$ cat src/rtl/boot_sequencer_if.sv
// -----------------------------------------------------------------------------
// boot_sequencer_if
//
// Purpose:
//   Groups the two memory-side buses of the boot sequencer: the read port of
//   the registered boot ROM and the write port of instruction memory.
//
// Signals:
//   rom_addr    ADDR_W  boot ROM word address (driven by the sequencer)
//   rom_data    DATA_W  boot ROM read data, one cycle after rom_addr
//   imem_we     1       instruction-memory write request
//   imem_addr   ADDR_W  instruction-memory write address
//   imem_wdata  DATA_W  instruction-memory write data
//   imem_ready  1       write accepted on an edge where imem_we && imem_ready
//
// Modports:
//   master  the boot sequencer
//   slave   the ROM / instruction-memory side
// -----------------------------------------------------------------------------
interface boot_sequencer_if #(
  parameter int ADDR_W = 7,
  parameter int DATA_W = 32
);

  logic [ADDR_W-1:0] rom_addr;
  logic [DATA_W-1:0] rom_data;
  logic              imem_we;
  logic [ADDR_W-1:0] imem_addr;
  logic [DATA_W-1:0] imem_wdata;
  logic              imem_ready;

  modport master (
    output rom_addr,
    input  rom_data,
    output imem_we,
    output imem_addr,
    output imem_wdata,
    input  imem_ready
  );

  modport slave (
    input  rom_addr,
    output rom_data,
    input  imem_we,
    input  imem_addr,
    input  imem_wdata,
    output imem_ready
  );

endinterface

$ cat src/rtl/boot_sequencer.sv
// -----------------------------------------------------------------------------
// boot_sequencer
//
// Purpose:
//   Bring-up master for the pipelined CPU. After system reset it copies
//   PROG_LEN words from the boot ROM into instruction memory, keeps the CPU
//   reset (RST) low for RST_CYCLES more cycles, then releases it. In RUN a
//   start pulse triggers a full reload.
//
// Parameters:
//   ADDR_W      ROM / instruction-memory word address width
//   DATA_W      instruction word width
//   PROG_LEN    words copied, 1 .. 2**ADDR_W
//   RST_CYCLES  cycles RST stays low after the last write, >= 1
//
// Ports:
//   SysCLK     in   system clock, rising edge
//   SysRST     in   synchronous active-low reset
//   start      in   reboot request, honoured only in RUN
//   bus        --   boot_sequencer_if.master (ROM read + imem write ports)
//   RST        out  CPU reset, active-low, registered
//   busy       out  high while loading or holding the CPU in reset
//   boot_done  out  high only in RUN
//
// Timing (imem_ready tied high): word k is accepted at edge 2k+2, RST rises
// at edge 2*PROG_LEN+RST_CYCLES, counting edge 1 as the first edge with
// SysRST high. Every imem_ready=0 cycle adds one cycle to its word.
// -----------------------------------------------------------------------------
module boot_sequencer #(
  parameter int ADDR_W     = 7,
  parameter int DATA_W     = 32,
  parameter int PROG_LEN   = 16,
  parameter int RST_CYCLES = 8
) (
  input  logic              SysCLK,
  input  logic              SysRST,
  input  logic              start,
  boot_sequencer_if.master  bus,
  output logic              RST,
  output logic              busy,
  output logic              boot_done
);

  // One spare index bit so PROG_LEN = 2**ADDR_W never wraps the index.
  localparam int IDX_W = ADDR_W + 1;
  localparam int CNT_W = (RST_CYCLES > 1) ? $clog2(RST_CYCLES) : 1;

  localparam logic [IDX_W-1:0] LAST_IDX = IDX_W'(PROG_LEN - 1);
  localparam logic [CNT_W-1:0] LAST_CNT = CNT_W'(RST_CYCLES - 1);

  typedef enum logic [1:0] {
    FETCH,
    WRITE,
    HOLD,
    RUN
  } state_t;

  state_t            r_state;
  logic [IDX_W-1:0]  r_idx;
  logic [CNT_W-1:0]  r_cnt;
  logic              r_rst;
  logic              r_imem_we;
  logic [ADDR_W-1:0] r_imem_addr;
  logic [DATA_W-1:0] r_imem_wdata;
  logic              r_boot_done;

  logic [IDX_W-1:0]  w_idx_inc;
  logic              w_last;
  logic              w_accept;
  logic [ADDR_W-1:0] w_rom_addr;

  assign w_idx_inc = r_idx + IDX_W'(1);
  assign w_last    = (r_idx == LAST_IDX);
  assign w_accept  = r_imem_we && bus.imem_ready;

  // ROM address look-ahead.
  // The ROM is registered: the word captured on a FETCH edge is the one the
  // ROM was addressed with on the edge before. So on every edge that enters
  // FETCH (reset, accepting a non-last word, start in RUN) the address must
  // already point at the word FETCH will capture. That is why WRITE shows
  // idx+1, HOLD/RUN show 0, and reset forces 0 combinationally -- a one-cycle
  // reset pulse mid-load still primes word 0 for the first FETCH.
  // NOTE: every signal assigned in always_comb gets a default first, so no
  // path through the block leaves it unassigned and no latch is inferred.
  always_comb begin
    w_rom_addr = '0;
    if (SysRST) begin
      case (r_state)
        FETCH:   w_rom_addr = r_idx[ADDR_W-1:0];
        WRITE:   if (!w_last) w_rom_addr = w_idx_inc[ADDR_W-1:0];
        default: w_rom_addr = '0;
      endcase
    end
  end

  // Sequencer FSM with registered outputs.
  // NOTE: state and output registers use non-blocking assignments so every
  // register samples pre-edge values, independent of statement order.
  always_ff @(posedge SysCLK) begin
    if (!SysRST) begin
      r_state      <= FETCH;
      r_idx        <= '0;
      r_cnt        <= '0;
      r_rst        <= 1'b0;
      r_imem_we    <= 1'b0;
      r_imem_addr  <= '0;
      r_imem_wdata <= '0;
      r_boot_done  <= 1'b0;
    end else begin
      case (r_state)
        FETCH: begin
          r_imem_wdata <= bus.rom_data;
          r_imem_addr  <= r_idx[ADDR_W-1:0];
          r_imem_we    <= 1'b1;
          r_state      <= WRITE;
        end

        WRITE: begin
          // Address, data and request are held untouched while stalled.
          if (w_accept) begin
            r_imem_we <= 1'b0;
            if (w_last) begin
              r_cnt   <= '0;
              r_state <= HOLD;
            end else begin
              r_idx   <= w_idx_inc;
              r_state <= FETCH;
            end
          end
        end

        HOLD: begin
          r_cnt <= r_cnt + CNT_W'(1);
          if (r_cnt == LAST_CNT) begin
            r_rst       <= 1'b1;
            r_boot_done <= 1'b1;
            r_state     <= RUN;
          end
        end

        RUN: begin
          // start outside RUN is dropped, never remembered.
          if (start) begin
            r_rst       <= 1'b0;
            r_boot_done <= 1'b0;
            r_idx       <= '0;
            r_state     <= FETCH;
          end
        end

        default: r_state <= FETCH;
      endcase
    end
  end

  assign bus.rom_addr   = w_rom_addr;
  assign bus.imem_we    = r_imem_we;
  assign bus.imem_addr  = r_imem_addr;
  assign bus.imem_wdata = r_imem_wdata;

  assign RST       = r_rst;
  assign boot_done = r_boot_done;
  assign busy      = (r_state != RUN);

  // The CPU only leaves reset in RUN, and never while a write is pending.
  a_rst_only_in_run : assert property (
    @(posedge SysCLK) r_rst |-> ((r_state == RUN) && !r_imem_we)
  );

endmodule
$ cat src/flat_wrapper.sv
// flat-port wrapper written by rule: the top's interface ports become plain ports
module boot_sequencer_flat 
#(
  parameter int ADDR_W     = 7,
  parameter int DATA_W     = 32,
  parameter int PROG_LEN   = 16,
  parameter int RST_CYCLES = 8
)
  (SysCLK, SysRST, start, RST, busy, boot_done, bus_rom_addr, bus_rom_data, bus_imem_we, bus_imem_addr, bus_imem_wdata, bus_imem_ready);
  boot_sequencer_if #(.ADDR_W(ADDR_W), .DATA_W(DATA_W)) bus_i ();
  input  logic SysCLK;
  input  logic SysRST;
  input  logic start;
  output logic RST;
  output logic busy;
  output logic boot_done;
  output wire logic [$bits(bus_i.rom_addr)-1:0] bus_rom_addr;
  input wire logic [$bits(bus_i.rom_data)-1:0] bus_rom_data;
  output wire logic [$bits(bus_i.imem_we)-1:0] bus_imem_we;
  output wire logic [$bits(bus_i.imem_addr)-1:0] bus_imem_addr;
  output wire logic [$bits(bus_i.imem_wdata)-1:0] bus_imem_wdata;
  input wire logic [$bits(bus_i.imem_ready)-1:0] bus_imem_ready;
  assign bus_rom_addr = bus_i.rom_addr;
  assign bus_i.rom_data = bus_rom_data;
  assign bus_imem_we = bus_i.imem_we;
  assign bus_imem_addr = bus_i.imem_addr;
  assign bus_imem_wdata = bus_i.imem_wdata;
  assign bus_i.imem_ready = bus_imem_ready;
  boot_sequencer #(.ADDR_W(ADDR_W), .DATA_W(DATA_W), .PROG_LEN(PROG_LEN), .RST_CYCLES(RST_CYCLES)) u_core (.SysCLK(SysCLK), .SysRST(SysRST), .start(start), .bus(bus_i), .RST(RST), .busy(busy), .boot_done(boot_done));
endmodule
$ cat config.mk
export PLATFORM = sky130hd
export DESIGN_NAME = boot_sequencer_flat
export DESIGN_NICKNAME = d
export VERILOG_FILES = /design/src/rtl/boot_sequencer_if.sv /design/src/rtl/boot_sequencer.sv /design/src/flat_wrapper.sv
export SDC_FILE = /design/constraint.sdc
export NUM_CORES = 1
export LEC_CHECK = 0
export BUFFER_PORTS_ARGS = -buffer_cell sky130_fd_sc_hd__buf_2
export CAP_MARGIN = 0
export CORE_ASPECT_RATIO = 0.75
export CORE_MARGIN = 2
export CORE_UTILIZATION = 49
export DETAILED_ROUTE_END_ITERATION = 10
export MAX_ROUTING_LAYER = met4
export PLACE_DENSITY_LB_ADDON = 0.12
export SETUP_SLACK_MARGIN = 0.05
export SYNTH_ARGS = -nofsm -noshare
export SYNTH_HDL_FRONTEND = slang
export SYNTH_SLANG_ARGS = --single-unit
$ cat constraint.sdc
create_clock -name SysCLK -period 2.5 [get_ports SysCLK]
set_clock_uncertainty 0.1 [all_clocks]
set_input_delay 0.625 -clock SysCLK [delete_from_list [all_inputs] [get_ports SysCLK]]
set_output_delay 0.625 -clock SysCLK [all_outputs]
set_load 0.01 [all_outputs]
==> results.toml <==
[critical_path]
cp-end-kind = "output pin"
path_max_fanout = 2
critPathKind = "reg -> out"
cp_data_required_time_ns = 1.77
critPathLaunchType = "register"
critPathMaxStageDelay_ns = 0.54
worstPathCellList = "buf_6, or4_4, a32oi_2, nor2_1, buf_2"
arrival_ns = 1.73
critical_path.slowest_cell = "or4_4"

[cts]
hold_buffers = 0
cts_made_buffers = 5
cts_tree = "yes"
cts_max_level = 2
clk_pin_slew_ns = 0.09
clock_latency_ns = 0.30
clock_sinks = 54
cts_root_buf = "clkbuf_8"
clockBufferDepth = 2

[yosys]
syn_avg_cell_area_um2 = 9.326
async_flop_share_pct = 0
yosys.area.top_type = "dfxtp_1"
synth_top_family_by_area = "multiplexers"
synthAdderAreaFrac_pct = 4.160
synth_nets = 302
synth-xor-area-share_pct = 0.7280
muxShareOfSynthArea_pct = 17.89
synth-simple-area-share_pct = 17.32
netlist_instances = 258
synth_top_area_share_pct = 44.93
synth_area_um2 = 2406
yosys_warnings = 0
yosysMostFrequentCell = "dfxtp_1"
netlist_top_cells_area = "dfxtp_1 45%, mux2i_1 18%, nor2_1 7.8%"
ys_ff_latch = 54
synth_compound_area_share_pct = 10.14
synth_edf_count = 0
yosysSeqAreaShare_pct = 44.93
synth_flop_cell = "dfxtp_1"
synth.top_cells.by_count = "54 x dfxtp_1, 50 x nor2_1, 43 x mux2i_1, 15 x nand2_1, 10 x nand3_1"
synthDistinctLibCells = 41

[timing]
clock.fmax_ghz = 0.4067
min_period_ns = 2.459
setup-violations-final = 0
finalHoldViolations = 0
setup_slack_ns = 0.04124
max-slew-margin-rel_pct = 62.74
tightest_slew_ns = 0.5564
drv_slew = 0
min_period_over_period_pct = 98.35
rsz0062_at_grt = "true"
holdWs_ns = 0.3708

[detailed_routing]
drc = 0
vias = 2101
wirelength_um = 5368
antenna_left = 0
vias_per_cell = 5.075
drt_iter0_drc = 88
wl_per_cell_um = 12.97
drt_first_pass_iters = 4

[placement]
place_ws_ns = 0.2815
port_buffers = 85
dpl_cell_area_um2 = 2894
dp_cells = 396
hpwl_um = 3765
gp_congestion = 0.9253

[finish]
area_growth_pct = 31.77
fin_area_um2 = 3171
final_nets = 397
antenna_cells = 0
layout-drive-gt1-share_pct = 38.98
layout.cells.non_filler = 414

[global_routing]
grt_pass1_wl_um = 8728
grt_max_degree = 37
antenna_found_initial = 0
overflow = 0
grt_pass1_vias = 1925
grt_usage_pct = 20.17

[floorplan]
die_w_um = 84.92
core_um2 = 4817
rows = 22
start_util_pct = 49.95
fp.dieH_um = 64.69
ios = 86
die-area_um2 = 5493

[power]
power_uw = 1987
irDropWorstVdd_mv = 0.5522
static-leakage-power_uw = 0.001640
p_per_area_nw_per_um2 = 626.8

[min_path]
hold_path_class = "reg -> reg"

[job]
max_cap_violations = 0

[run_status]
outcome = "completed"
==> power breakdown <==
part	total (uW)	internal, uW	switching (uW)
clock network	608	329	278
logic	425	202	223
registers	955	922	33.2
==> registers in the layout, summed over array words and instances, names as in the netlist, named ones only <==
register / flops
u_core.RST: 1
u_core.bus.imem_addr: 7
u_core.bus.imem_wdata: 32
u_core.bus.imem_we: 1
u_core.r_cnt: 3
u_core.r_idx: 8
u_core.r_state: 1
==> area by class of cell <==
| cell class | count | area [um2] |
|---|---|---|
| fillers | 420 | 1647 |
| repair buffers | 106 | 594.3 |
| well taps | 60 | 75.07 |
| clock inverters | 2 | 38.79 |
| inverters | 5 | 18.77 |
| clock buffers | 6 | 82.58 |
| multi-input cells | 181 | 1266 |
| flip-flops and latches | 54 | 1095 |
==> cells by family after synthesis <==
group,count (synthesis)
AOI/OAI and AO/OA,35
buffers and inverters,23
and+or+nand+nor,93
DFF,54
xor gates and xnor gates,2
muxes,43
adders and majority gates,8
==> routing by layer <==
metal / global-route usage [%] / vias up / share of wire, %
met5: - / - / 0
met4: 4.762 / 0 / 0.45
met3: 4.841 / 2 / 7.6
met2: 32.68 / 71 / 44
met1: 25.84 / 942 / 48
li1: - / 1086 / -
==> placed cells by master (no fill, tap or decap), types with 3 or more instances in the layout <==
cell type	n
buf_6	3
nand3_1	10
ha_1	5
o311ai_0	4
a21oi_1	5
nand4_1	3
inv_1	4
nor2_1	50
clkbuf_8	6
dfxtp_2	8
dfxtp_1	45
mux2i_1	43
nand2_1	15
o21ai_0	7
a31oi_1	3
buf_2	85
buf_4	18
nand3b_1	3
==> worst paths after layout <==
| path | start | endpoint | slack (ns) | depth (start not counted) |
|---|---|---|---|---|
| setup / recovery | u_core.r_idx[6]$_SDFFE_PN0P_ | bus_rom_addr[4] | 0.04 | 5 |
| hold / removal | u_core.r_cnt[1]$_SDFFE_PN0P_ | u_core.r_cnt[1]$_SDFFE_PN0P_ | 0.37 | 2 |
| setup reg to reg | register | u_core.r_idx[4]$_SDFFE_PN0P_ | 0.46 | 7 |
| hold reg to reg | u_core.r_cnt[1]$_SDFFE_PN0P_ | u_core.r_cnt[1]$_SDFFE_PN0P_ | 0.37 | 2 |
==> per-stage QoR <==
step / TNS, ns / util (%)
after floorplan: 0 / -
after global placement: 0 / 60.08
after detailed placement: 0 / 60.08
after CTS: 0 / 63.45
after global routing: -0.04533 / 65.82
final: 0 / 65.82
==> critical path, delay by kind of cell (launching register included) <==
family	cells	cell delay [ns]
simple gates	2	0.60
compound gates	1	0.24
flops	1	0.34
buf+inv	2	0.26
==> repair_timing <==
action	in CTS	in global routing
pin swaps	2	5
resized for setup	10	17
setup buffers	1	9
endpoints found under the setup margin	6	7
Power figures use the tool's default switching activity.
